==> src/rtl/uart_tx_arbiter_if.sv <==
// Byte handshake between the arbiter and a UART TX serializer.
// Arbiter drives start/data; the serializer answers with a done pulse.
interface uart_tx_arbiter_if #(
    parameter int DATA_W = 8
);
    logic              tx_start;
    logic [DATA_W-1:0] tx_data;
    logic              tx_done;

    modport master (
        output tx_start,
        output tx_data,
        input  tx_done
    );

    modport slave (
        input  tx_start,
        input  tx_data,
        output tx_done
    );
endinterface

==> src/rtl/uart_tx_arbiter.sv <==
// Round-robin arbiter sharing one UART transmitter between N_REQ producers.
// Each grant sends an optional tag byte followed by the requester's byte.
module uart_tx_arbiter #(
    parameter int N_REQ       = 4,
    parameter int DATA_W      = 8,
    parameter int TAG_EN      = 1,
    parameter int TIMEOUT_CYC = 0
) (
    input  logic                      i_clk,
    input  logic                      i_rst_n,
    input  logic [N_REQ-1:0]          i_req,
    input  logic [N_REQ*DATA_W-1:0]   i_data,
    output logic [N_REQ-1:0]          o_ack,
    output logic [$clog2(N_REQ)-1:0]  o_grant_id,
    output logic                      o_busy,
    output logic                      o_err,
    uart_tx_arbiter_if.master         tx
);

    localparam int IDW = $clog2(N_REQ);
    localparam int CW  = (TIMEOUT_CYC > 1) ? $clog2(TIMEOUT_CYC + 1) : 1;
    localparam logic [DATA_W-1:0] TAG_BASE =
        (DATA_W == 8) ? DATA_W'(8'hA0) : '0;

    typedef enum logic [2:0] {
        IDLE,
        START_TAG,
        WAIT_TAG,
        START_DATA,
        WAIT_DATA
    } state_t;

    state_t            state_q, state_d;
    logic [IDW-1:0]    last_q, last_d;
    logic [IDW-1:0]    grant_q, grant_d;
    logic [DATA_W-1:0] byte_q, byte_d;
    logic [DATA_W-1:0] txd_q, txd_d;
    logic              start_q, start_d;
    logic [N_REQ-1:0]  ack_q, ack_d;
    logic              busy_q, busy_d;
    logic              err_q, err_d;
    logic [CW-1:0]     cnt_q, cnt_d;

    logic              pick_vld;
    logic [IDW-1:0]    pick_idx;
    logic [DATA_W-1:0] pick_byte;
    logic              to_hit;

    function automatic logic [DATA_W-1:0] tag_byte(
        input logic [IDW-1:0] id
    );
        return TAG_BASE | DATA_W'(id);
    endfunction

    // Scan from the requester after the last one served, with wrap.
    always_comb begin
        logic [IDW-1:0] k;
        k        = '0;
        pick_vld = 1'b0;
        pick_idx = '0;
        for (int i = 1; i <= N_REQ; i++) begin
            k = IDW'((int'(last_q) + i) % N_REQ);
            if (!pick_vld && i_req[k]) begin
                pick_vld = 1'b1;
                pick_idx = k;
            end
        end
    end

    assign pick_byte = i_data[pick_idx*DATA_W +: DATA_W];

    // cnt_q counts completed waiting cycles in the current WAIT state.
    assign to_hit = (TIMEOUT_CYC > 0) &&
                    (int'(cnt_q) + 1 >= TIMEOUT_CYC);

    always_comb begin
        state_d = state_q;
        last_d  = last_q;
        grant_d = grant_q;
        byte_d  = byte_q;
        txd_d   = txd_q;
        start_d = 1'b0;
        ack_d   = '0;
        err_d   = 1'b0;
        cnt_d   = cnt_q;
        unique case (state_q)
            IDLE: begin
                if (pick_vld) begin
                    grant_d = pick_idx;
                    byte_d  = pick_byte;
                    ack_d   = N_REQ'(1) << pick_idx;
                    start_d = 1'b1;
                    cnt_d   = '0;
                    if (TAG_EN != 0) begin
                        state_d = START_TAG;
                        txd_d   = tag_byte(pick_idx);
                    end else begin
                        state_d = START_DATA;
                        txd_d   = pick_byte;
                    end
                end
            end
            START_TAG: begin
                state_d = WAIT_TAG;
                cnt_d   = '0;
            end
            WAIT_TAG: begin
                if (tx.tx_done) begin
                    state_d = START_DATA;
                    start_d = 1'b1;
                    txd_d   = byte_q;
                end else if (to_hit) begin
                    state_d = IDLE;
                    err_d   = 1'b1;
                    last_d  = grant_q;
                end else if (TIMEOUT_CYC > 0) begin
                    cnt_d = cnt_q + 1'b1;
                end
            end
            START_DATA: begin
                state_d = WAIT_DATA;
                cnt_d   = '0;
            end
            WAIT_DATA: begin
                if (tx.tx_done) begin
                    state_d = IDLE;
                    last_d  = grant_q;
                end else if (to_hit) begin
                    state_d = IDLE;
                    err_d   = 1'b1;
                    last_d  = grant_q;
                end else if (TIMEOUT_CYC > 0) begin
                    cnt_d = cnt_q + 1'b1;
                end
            end
            default: begin
                state_d = IDLE;
            end
        endcase
        busy_d = (state_d != IDLE);
    end

    always_ff @(posedge i_clk or negedge i_rst_n) begin
        if (!i_rst_n) begin
            state_q <= IDLE;
            last_q  <= IDW'(N_REQ - 1);
            grant_q <= '0;
            byte_q  <= '0;
            txd_q   <= '0;
            start_q <= 1'b0;
            ack_q   <= '0;
            busy_q  <= 1'b0;
            err_q   <= 1'b0;
            cnt_q   <= '0;
        end else begin
            state_q <= state_d;
            last_q  <= last_d;
            grant_q <= grant_d;
            byte_q  <= byte_d;
            txd_q   <= txd_d;
            start_q <= start_d;
            ack_q   <= ack_d;
            busy_q  <= busy_d;
            err_q   <= err_d;
            cnt_q   <= cnt_d;
        end
    end

    assign o_ack       = ack_q;
    assign o_grant_id  = grant_q;
    assign o_busy      = busy_q;
    assign o_err       = err_q;
    assign tx.tx_start = start_q;
    assign tx.tx_data  = txd_q;

endmodule

==> src/flat_wrapper.sv <==
// flat-port wrapper written by rule: the top's interface ports become plain ports
module uart_tx_arbiter_flat 
#(
    parameter int N_REQ       = 4,
    parameter int DATA_W      = 8,
    parameter int TAG_EN      = 1,
    parameter int TIMEOUT_CYC = 0
)
  (i_clk, i_rst_n, i_req, i_data, o_ack, o_grant_id, o_busy, o_err, tx_tx_start, tx_tx_data, tx_tx_done);
  uart_tx_arbiter_if #(.DATA_W(DATA_W)) tx_i ();
  input  logic i_clk;
  input  logic i_rst_n;
  input  logic [N_REQ-1:0] i_req;
  input  logic [N_REQ*DATA_W-1:0] i_data;
  output logic [N_REQ-1:0] o_ack;
  output logic [$clog2(N_REQ)-1:0] o_grant_id;
  output logic o_busy;
  output logic o_err;
  output wire logic [$bits(tx_i.tx_start)-1:0] tx_tx_start;
  output wire logic [$bits(tx_i.tx_data)-1:0] tx_tx_data;
  input wire logic [$bits(tx_i.tx_done)-1:0] tx_tx_done;
  assign tx_tx_start = tx_i.tx_start;
  assign tx_tx_data = tx_i.tx_data;
  assign tx_i.tx_done = tx_tx_done;
  uart_tx_arbiter #(.N_REQ(N_REQ), .DATA_W(DATA_W), .TAG_EN(TAG_EN), .TIMEOUT_CYC(TIMEOUT_CYC)) u_core (.i_clk(i_clk), .i_rst_n(i_rst_n), .i_req(i_req), .i_data(i_data), .o_ack(o_ack), .o_grant_id(o_grant_id), .o_busy(o_busy), .o_err(o_err), .tx(tx_i));
endmodule
==> config.mk <==
export PLATFORM = sky130hd
export DESIGN_NAME = uart_tx_arbiter_flat
export DESIGN_NICKNAME = d
export VERILOG_FILES = /design/src/rtl/uart_tx_arbiter_if.sv /design/src/rtl/uart_tx_arbiter.sv /design/src/flat_wrapper.sv
export SDC_FILE = /design/constraint.sdc
export NUM_CORES = 1
export LEC_CHECK = 0
export CORE_AREA = 2 2 69 71
export DETAILED_ROUTE_END_ITERATION = 12
export DIE_AREA = 0 0 71 73
export GPL_TIMING_DRIVEN = 0
export PLACE_DENSITY = 0.66
export SKIP_LAST_GASP = 1
export SYNTH_ARGS = -nofsm -noshare
export SYNTH_HDL_FRONTEND = slang
export SYNTH_SLANG_ARGS = --single-unit
==> constraint.sdc <==
create_clock -name i_clk -period 1.8 [get_ports i_clk]
set_input_delay 0.36 -clock i_clk [delete_from_list [all_inputs] [get_ports i_clk]]
set_output_delay 0.36 -clock i_clk [all_outputs]
set_load 0.005 [all_outputs]
### Yosys cells after proc, flatten, opt, wreduce, memory -nomap -nowiden

Index checks and enable logic that the tools add are counted.

| operators by class | value |
|---|---|
| shift-type cells | 2 |
| reduce and logical (&&, ||, !) cells | 12 |
| eq/ne operators | 6 |
| order comparisons | 4 |
| $add $sub $neg | 4 |
| multiplexer cells | 28 |

Operators with widths:

| operator | number |
|---|---|
| $shiftx 32x6->8 | 1 |
| $mux 8 | 2 |
| $pmux 8 s2 | 1 |
| $pmux 3 s5 | 1 |
| $lt 2x3->1 const B | 4 |
| $mux 1 | 10 |
| $mux 3 | 3 |
| $bmux 1 s2 | 4 |
| $mux 2 | 4 |
| $mux 4 | 2 |
| $eq 3x2->1 const B | 2 |
| $add 2x1->2 const B | 2 |
| $add 2x2->2 const B | 2 |
| $reduce_and 2->1 | 2 |
| $shl 1x2->4 const A | 1 |
| $eq 3x1->1 const B | 1 |
| $eq 3x3->1 const B | 1 |
| $logic_and 1x1->1 | 3 |
| $logic_not 1->1 | 3 |
| $logic_not 3->1 | 1 |
| $reduce_and 3->1 | 1 |
| $reduce_bool 3->1 | 1 |
| $ne 2x1->1 const B | 1 |
| $ne 2x2->1 const B | 1 |
| other kinds (2) | 2 |

| word-level totals | value |
|---|---|
| output and inout bits | 17 |
| input port bits | 39 |
| register bits after elaboration | 29 |
| word-level logic and storage cells | 64 |

### Logic depth before layout (Yosys ltp)

| depth | value |
|---|---|
| depth in word-level cells | 16 |
| mapped depth | 7 |
| depth with buffers taken out | 5 |

### Worst setup path after synthesis

No wires, ideal clock.

| path | value |
|---|---|
| path type | register to register |
| start point | register u_core.last_q[0] |
| end point | register u_core.byte_q[6] |
| slack | -0.047 ns |
| data required time | 1.677 ns |
| setup time | 0.123 ns |
| cell stages (with the launch flop) | 7 |
| path buffers | 1 |
| arrival time | 1.725 ns |
| clock period less this slack | 1.847 ns |
| cells stage by stage | dfstp_2 -> nand2b_1 -> a21oi_2 -> or3_1 -> buf_6 -> a2111o_1 -> o221a_2 |

| on the way | value |
|---|---|
| longest elaborated chain between the ends | 14 |
| elaborated cells on any way between the ends | 28 |
| those cells by class | add/sub (4); shift (1); mux (16); reduce/logical (7) |

RTL lines:

| what | RTL line | RTL |
|---|---|---|
| from (decl) | uart_tx_arbiter.sv:34 | `logic [IDW-1:0] last_q, last_d;` |
| from (signal assigned) | uart_tx_arbiter.sv:146 | `last_q <= IDW'(N_REQ - 1);` |
| from (signal assigned) | uart_tx_arbiter.sv:157 | `last_q <= last_d;` |
| $add 2x1->2 | uart_tx_arbiter.sv:62 | `k = IDW'((int'(last_q) + i) % N_REQ);` |
| $bmux 1 s2 | uart_tx_arbiter.sv:63 | `if (!pick_vld && i_req[k]) begin` |
| $mux 1 (implied by the code) | uart_tx_arbiter.sv:63 |  |
| $mux 1 | uart_tx_arbiter.sv:63 |  |
| $logic_not 1->1 | uart_tx_arbiter.sv:63 |  |
| $logic_and 1x1->1 | uart_tx_arbiter.sv:63 |  |
| $mux 1 | uart_tx_arbiter.sv:63 |  |
| $logic_not 1->1 | uart_tx_arbiter.sv:63 |  |
| $logic_and 1x1->1 | uart_tx_arbiter.sv:63 |  |
| $mux 1 | uart_tx_arbiter.sv:63 |  |
| $logic_not 1->1 | uart_tx_arbiter.sv:63 |  |
| $logic_and 1x1->1 | uart_tx_arbiter.sv:63 |  |
| $mux 2 / $mux 1 (equally long branches) | uart_tx_arbiter.sv:63 |  |
| $shiftx 32x6->8 / $reduce_and 2->1 (equally long branches) | - |  |
| to (signal assigned) | uart_tx_arbiter.sv:159 | `byte_q <= byte_d;` |
| to (decl) | uart_tx_arbiter.sv:36 | `logic [DATA_W-1:0] byte_q, byte_d;` |

Parallel ways exist; a longest one is shown, timed or not. The select of a mux whose other input is x is not followed.
A chain may end at the register's enable or synchronous reset.

### Worst setup path in the final report

Ends and elaborated chain as after synthesis.

==> impl_metrics.py <==
metrics = {
    "floorplan": {
        "core_area_um2": 4536,
        "die_w_um": 71,
        "fp.dieArea_um2": 5183,
        "placementRows": 25,
        "ioPinCount": 56,
        "die_h_um": 73,
        "start_util": 0.3283,
    },
    "critical_path": {
        "r2r-start": "u_core.last_q[0]$_DFFE_PN1P_",
        "startpoint": "u_core.last_q[0]$_DFFE_PN1P_",
        "cp.arrival_ns": 2.06,
        "critPathKind": "reg2reg",
        "cp_slowest_stage_delay_ns": 0.55,
        "worstPathCellList": "buf_4 > nor3b_1 > or3_4 > buf_6 > a2111o_1 > o221a_2",
        "crit_slowest_cell": "dfstp_2",
        "reg2reg_depth": 6,
        "cp.required_ns": 1.97,
        "cp-endpoint": "u_core.byte_q[6]$_DFFE_PN0P_",
        "cp.buffers_inverters": 2,
        "r2r-end": "u_core.byte_q[6]$_DFFE_PN0P_",
        "cp-start-kind": "flop",
        "cp_max_fo": 5,
        "cp.depth": 6,
        "reg2reg_slack_ns": -0.09,
        "crit_path_end_kind": "flop",
        "crit_family": "flip-flops",
    },
    "outcome": {
        "outcome": "finished with violations",
        "violations": "negative setup slack",
    },
    "detailed_routing": {
        "wl_um": 3962,
        "wl_per_cell_um": 14.10,
        "firstDrtPassIters": 6,
        "drt_iter0_drc": 59,
        "antenna_left": 0,
        "drc": 0,
        "avgViaCountPerCell": 4.954,
        "num_vias": 1392,
    },
    "cells_and_area": {
        "layout_common_cells": "clkdlybuf4s50_1, dfrtp_1, nand2_1",
        "ff_latch_area_um2": 728.2,
        "syn_to_final_growth_pct": 65.46,
        "mostFrequentLayoutCell": "clkdlybuf4s50_1",
        "nFillCells": 410,
        "final_nets": 265,
        "multiInputGateArea_um2": 890.9,
        "final_layout_size_suffix_gt1_frac": 0.2291,
        "antenna_cells": 0,
        "stdcell_area_um2": 2464,
    },
    "yosys": {
        "synth_top_flop_cell": "dfrtp_1",
        "syn_inst": 156,
        "synth_simple_gate_area_frac": 0.2151,
        "synth-edff-count": 0,
        "synth.yosys.warnings": 0,
        "synthAdderAreaFrac": 0,
        "synthArstFlopShare": 1.000,
        "synth_xor_area_frac": 0.005882,
        "synth_top_family_by_area": "simple AND/OR/NAND/NOR gates",
        "synthMuxAreaShare": 0.08992,
        "synth_seq_cells": 29,
        "synth_compound_area_frac": 0.1546,
        "avgSynthCellArea_um2": 9.544,
        "syn_area_um2": 1489,
        "seq_area_frac_synth": 0.4891,
        "syn_nets": 195,
        "yosysUniqueCellTypes": 37,
    },
    "placed_design": {
        "place.gp.congestion": 0.7615,
        "dpl_cell_area_um2": 2121,
        "port_buffers": 54,
        "hpwl_um": 2756,
    },
    "sta": {
        "finalHoldViolations": 0,
        "rsz0062_at_grt": "yes",
        "whs_ns": 0.09881,
        "fin_skew_ns": 0.003885,
        "max_freq_mhz": 528.3,
        "drv_slew": 0,
        "maxSlewHeadroom": 0.5800,
        "setup_ws_ns": -0.09278,
        "period_needed_ns": 1.893,
        "period_share": 1.052,
        "finalSetupViolCount": 8,
        "tightest_slew_ns": 0.6300,
    },
    "grt": {
        "grt_pass1_wl_um": 6368,
        "antenna_found_initial": 0,
        "grt_overflow": 0,
        "grt_usage": 0.1607,
        "grt_pass1_vias": 1321,
        "grt_max_degree": 30,
    },
    "cts": {
        "htreeDepth": 2,
        "clock_sinks": 29,
        "clk_pin_slew_worst_paths_ns": 0.06,
        "numCtsBuffers": 5,
        "cts_tree": "yes",
        "cts_root_buffer": "clkbuf_8",
        "clk_latency_ns": 0.28,
        "clockBufferDepth": 2,
    },
    "power_and_ir_drop": {
        "p_sw_mw": 1.461,
        "total_power_mw": 3.808,
        "swShare": 0.3837,
        "p_seq_frac": 0.304,
        "pwr-share-clk": 0.152,
        "max-vdd-ir-drop_mv": 0.7209,
        "p_leak_nw": 1.007,
        "cellPowerDensity_nw_per_um2": 1546,
        "combinationalPowerShare": 0.544,
        "intPower_mw": 2.347,
    },
    "hold_path": {
        "hold_path.class": "in2async",
    },
    "flow_run": {
        "maxCapViolCount": 0,
    },
}
power by group through the flow:
stage	clock network (mW)	registers, mW	logic [mW]
after floorplan	0	1.14	1.03
after global placement	0	1.16	1.61
after detailed placement	0	1.17	1.64
after CTS	0.603	1.16	1.93
after global routing	0.631	1.20	2.27
final	0.579	1.16	2.07
per-layer routing:
| metal | track usage | part of all wire | vias up | wire, µm |
|---|---|---|---|---|
| li1 | - | - | 704 | - |
| met1 | 0.2101 | 0.45 | 635 | 1802 |
| met2 | 0.2544 | 0.48 | 47 | 1892 |
| met3 | 0.03177 | 0.048 | 6 | 191 |
| met4 | 0.08176 | 0.019 | 0 | 76 |
| met5 | 0 | 0 | - | 0 |
kinds of logic after synthesis:
logic type / after synthesis
AO/OA/AOI/OAI: 32
XOR/XNOR: 1
multiplexers: 13
flip-flops: 29
AND/OR/NAND/NOR: 67
buffers and inverters: 13
other: 1
metrics by stage:
stage / utilization / setup TNS, ns / worst slack [ns] / instances
floorplan: - / -0.1436 / -0.02038 / 156
CTS: 0.5286 / -0.4587 / -0.07498 / 278
finish: 0.5432 / -0.3761 / -0.09278 / 281
global route: 0.5432 / -1.021 / -0.1426 / 281
detailed placement: 0.4676 / -17.54 / -0.7165 / 264
global placement: 0.4676 / -16.77 / -0.7194 / 264
final cells by class:
cell class              count  share of cell area
repair buffers             63              0.2443
multi-input cells         115              0.3616
well taps                  54             0.02743
inverters                   3            0.004571
flip-flops and latches     29              0.2956
clock buffers               7             0.03911
plain buffers               9             0.02539
clock inverters             1            0.002031
repair_timing:
action,4_1_cts,5_1_grt
cloned,2,0
buffers inserted,5,3
hold buffers,0,0
endpoints found under the hold margin,0,0
resized for setup,29,10
pin swaps,5,4
setup endpoints to repair,24,19
registers in the layout, indices dropped and copies added, names as in the netlist:
| register | flops |
|---|---|
| u_core.o_busy | 1 |
| u_core.tx.tx_data | 8 |
| u_core.state_q | 3 |
| u_core.o_grant_id | 2 |
| u_core.byte_q | 8 |
| u_core.last_q | 2 |
| u_core.o_ack | 4 |
| u_core.tx.tx_start | 1 |
worst min-delay path by stage:
| stage | from | end | slack [ns] | depth (start not counted) |
|---|---|---|---|---|
| 6_report | i_rst_n | u_core.tx.tx_start$_DFF_PN0_ | 0.1 | 1 |
| 5_1_grt | i_rst_n | u_core.tx.tx_start$_DFF_PN0_ | 0.14 | 1 |
| 4_1_cts | u_core.tx.tx_data[2]$_DFFE_PN0P_ | u_core.tx.tx_data[2]$_DFFE_PN0P_ | 0.49 | 2 |
| 3_5_place_dp | u_core.tx.tx_data[2]$_DFFE_PN0P_ | u_core.tx.tx_data[2]$_DFFE_PN0P_ | 0.48 | 2 |
| 3_3_place_gp | u_core.tx.tx_data[0]$_DFFE_PN0P_ | u_core.tx.tx_data[0]$_DFFE_PN0P_ | 0.47 | 2 |
| 2_1_floorplan | i_rst_n | u_core.byte_q[0]$_DFFE_PN0P_ | 0.06 | 0 |
cell usage after synthesis, drive strengths merged (2+ instances only):
master,number,area (µm²)
nor4,2,12.51
nand3,3,15.01
dfstp,2,52.55
clkbuf,5,18.77
a211oi,7,52.55
mux2,3,33.78
inv,3,11.26
a21oi,2,13.76
nor3,11,60.06
o21ai,12,60.05
mux2i,10,100.1
dfrtp,27,675.7
a2111oi,7,61.31
nand2,26,97.59
or3,2,12.51
or3b,2,17.52
buf,5,33.78
nor2,13,48.80
Note: power is estimated with default switching activity, not from simulation.
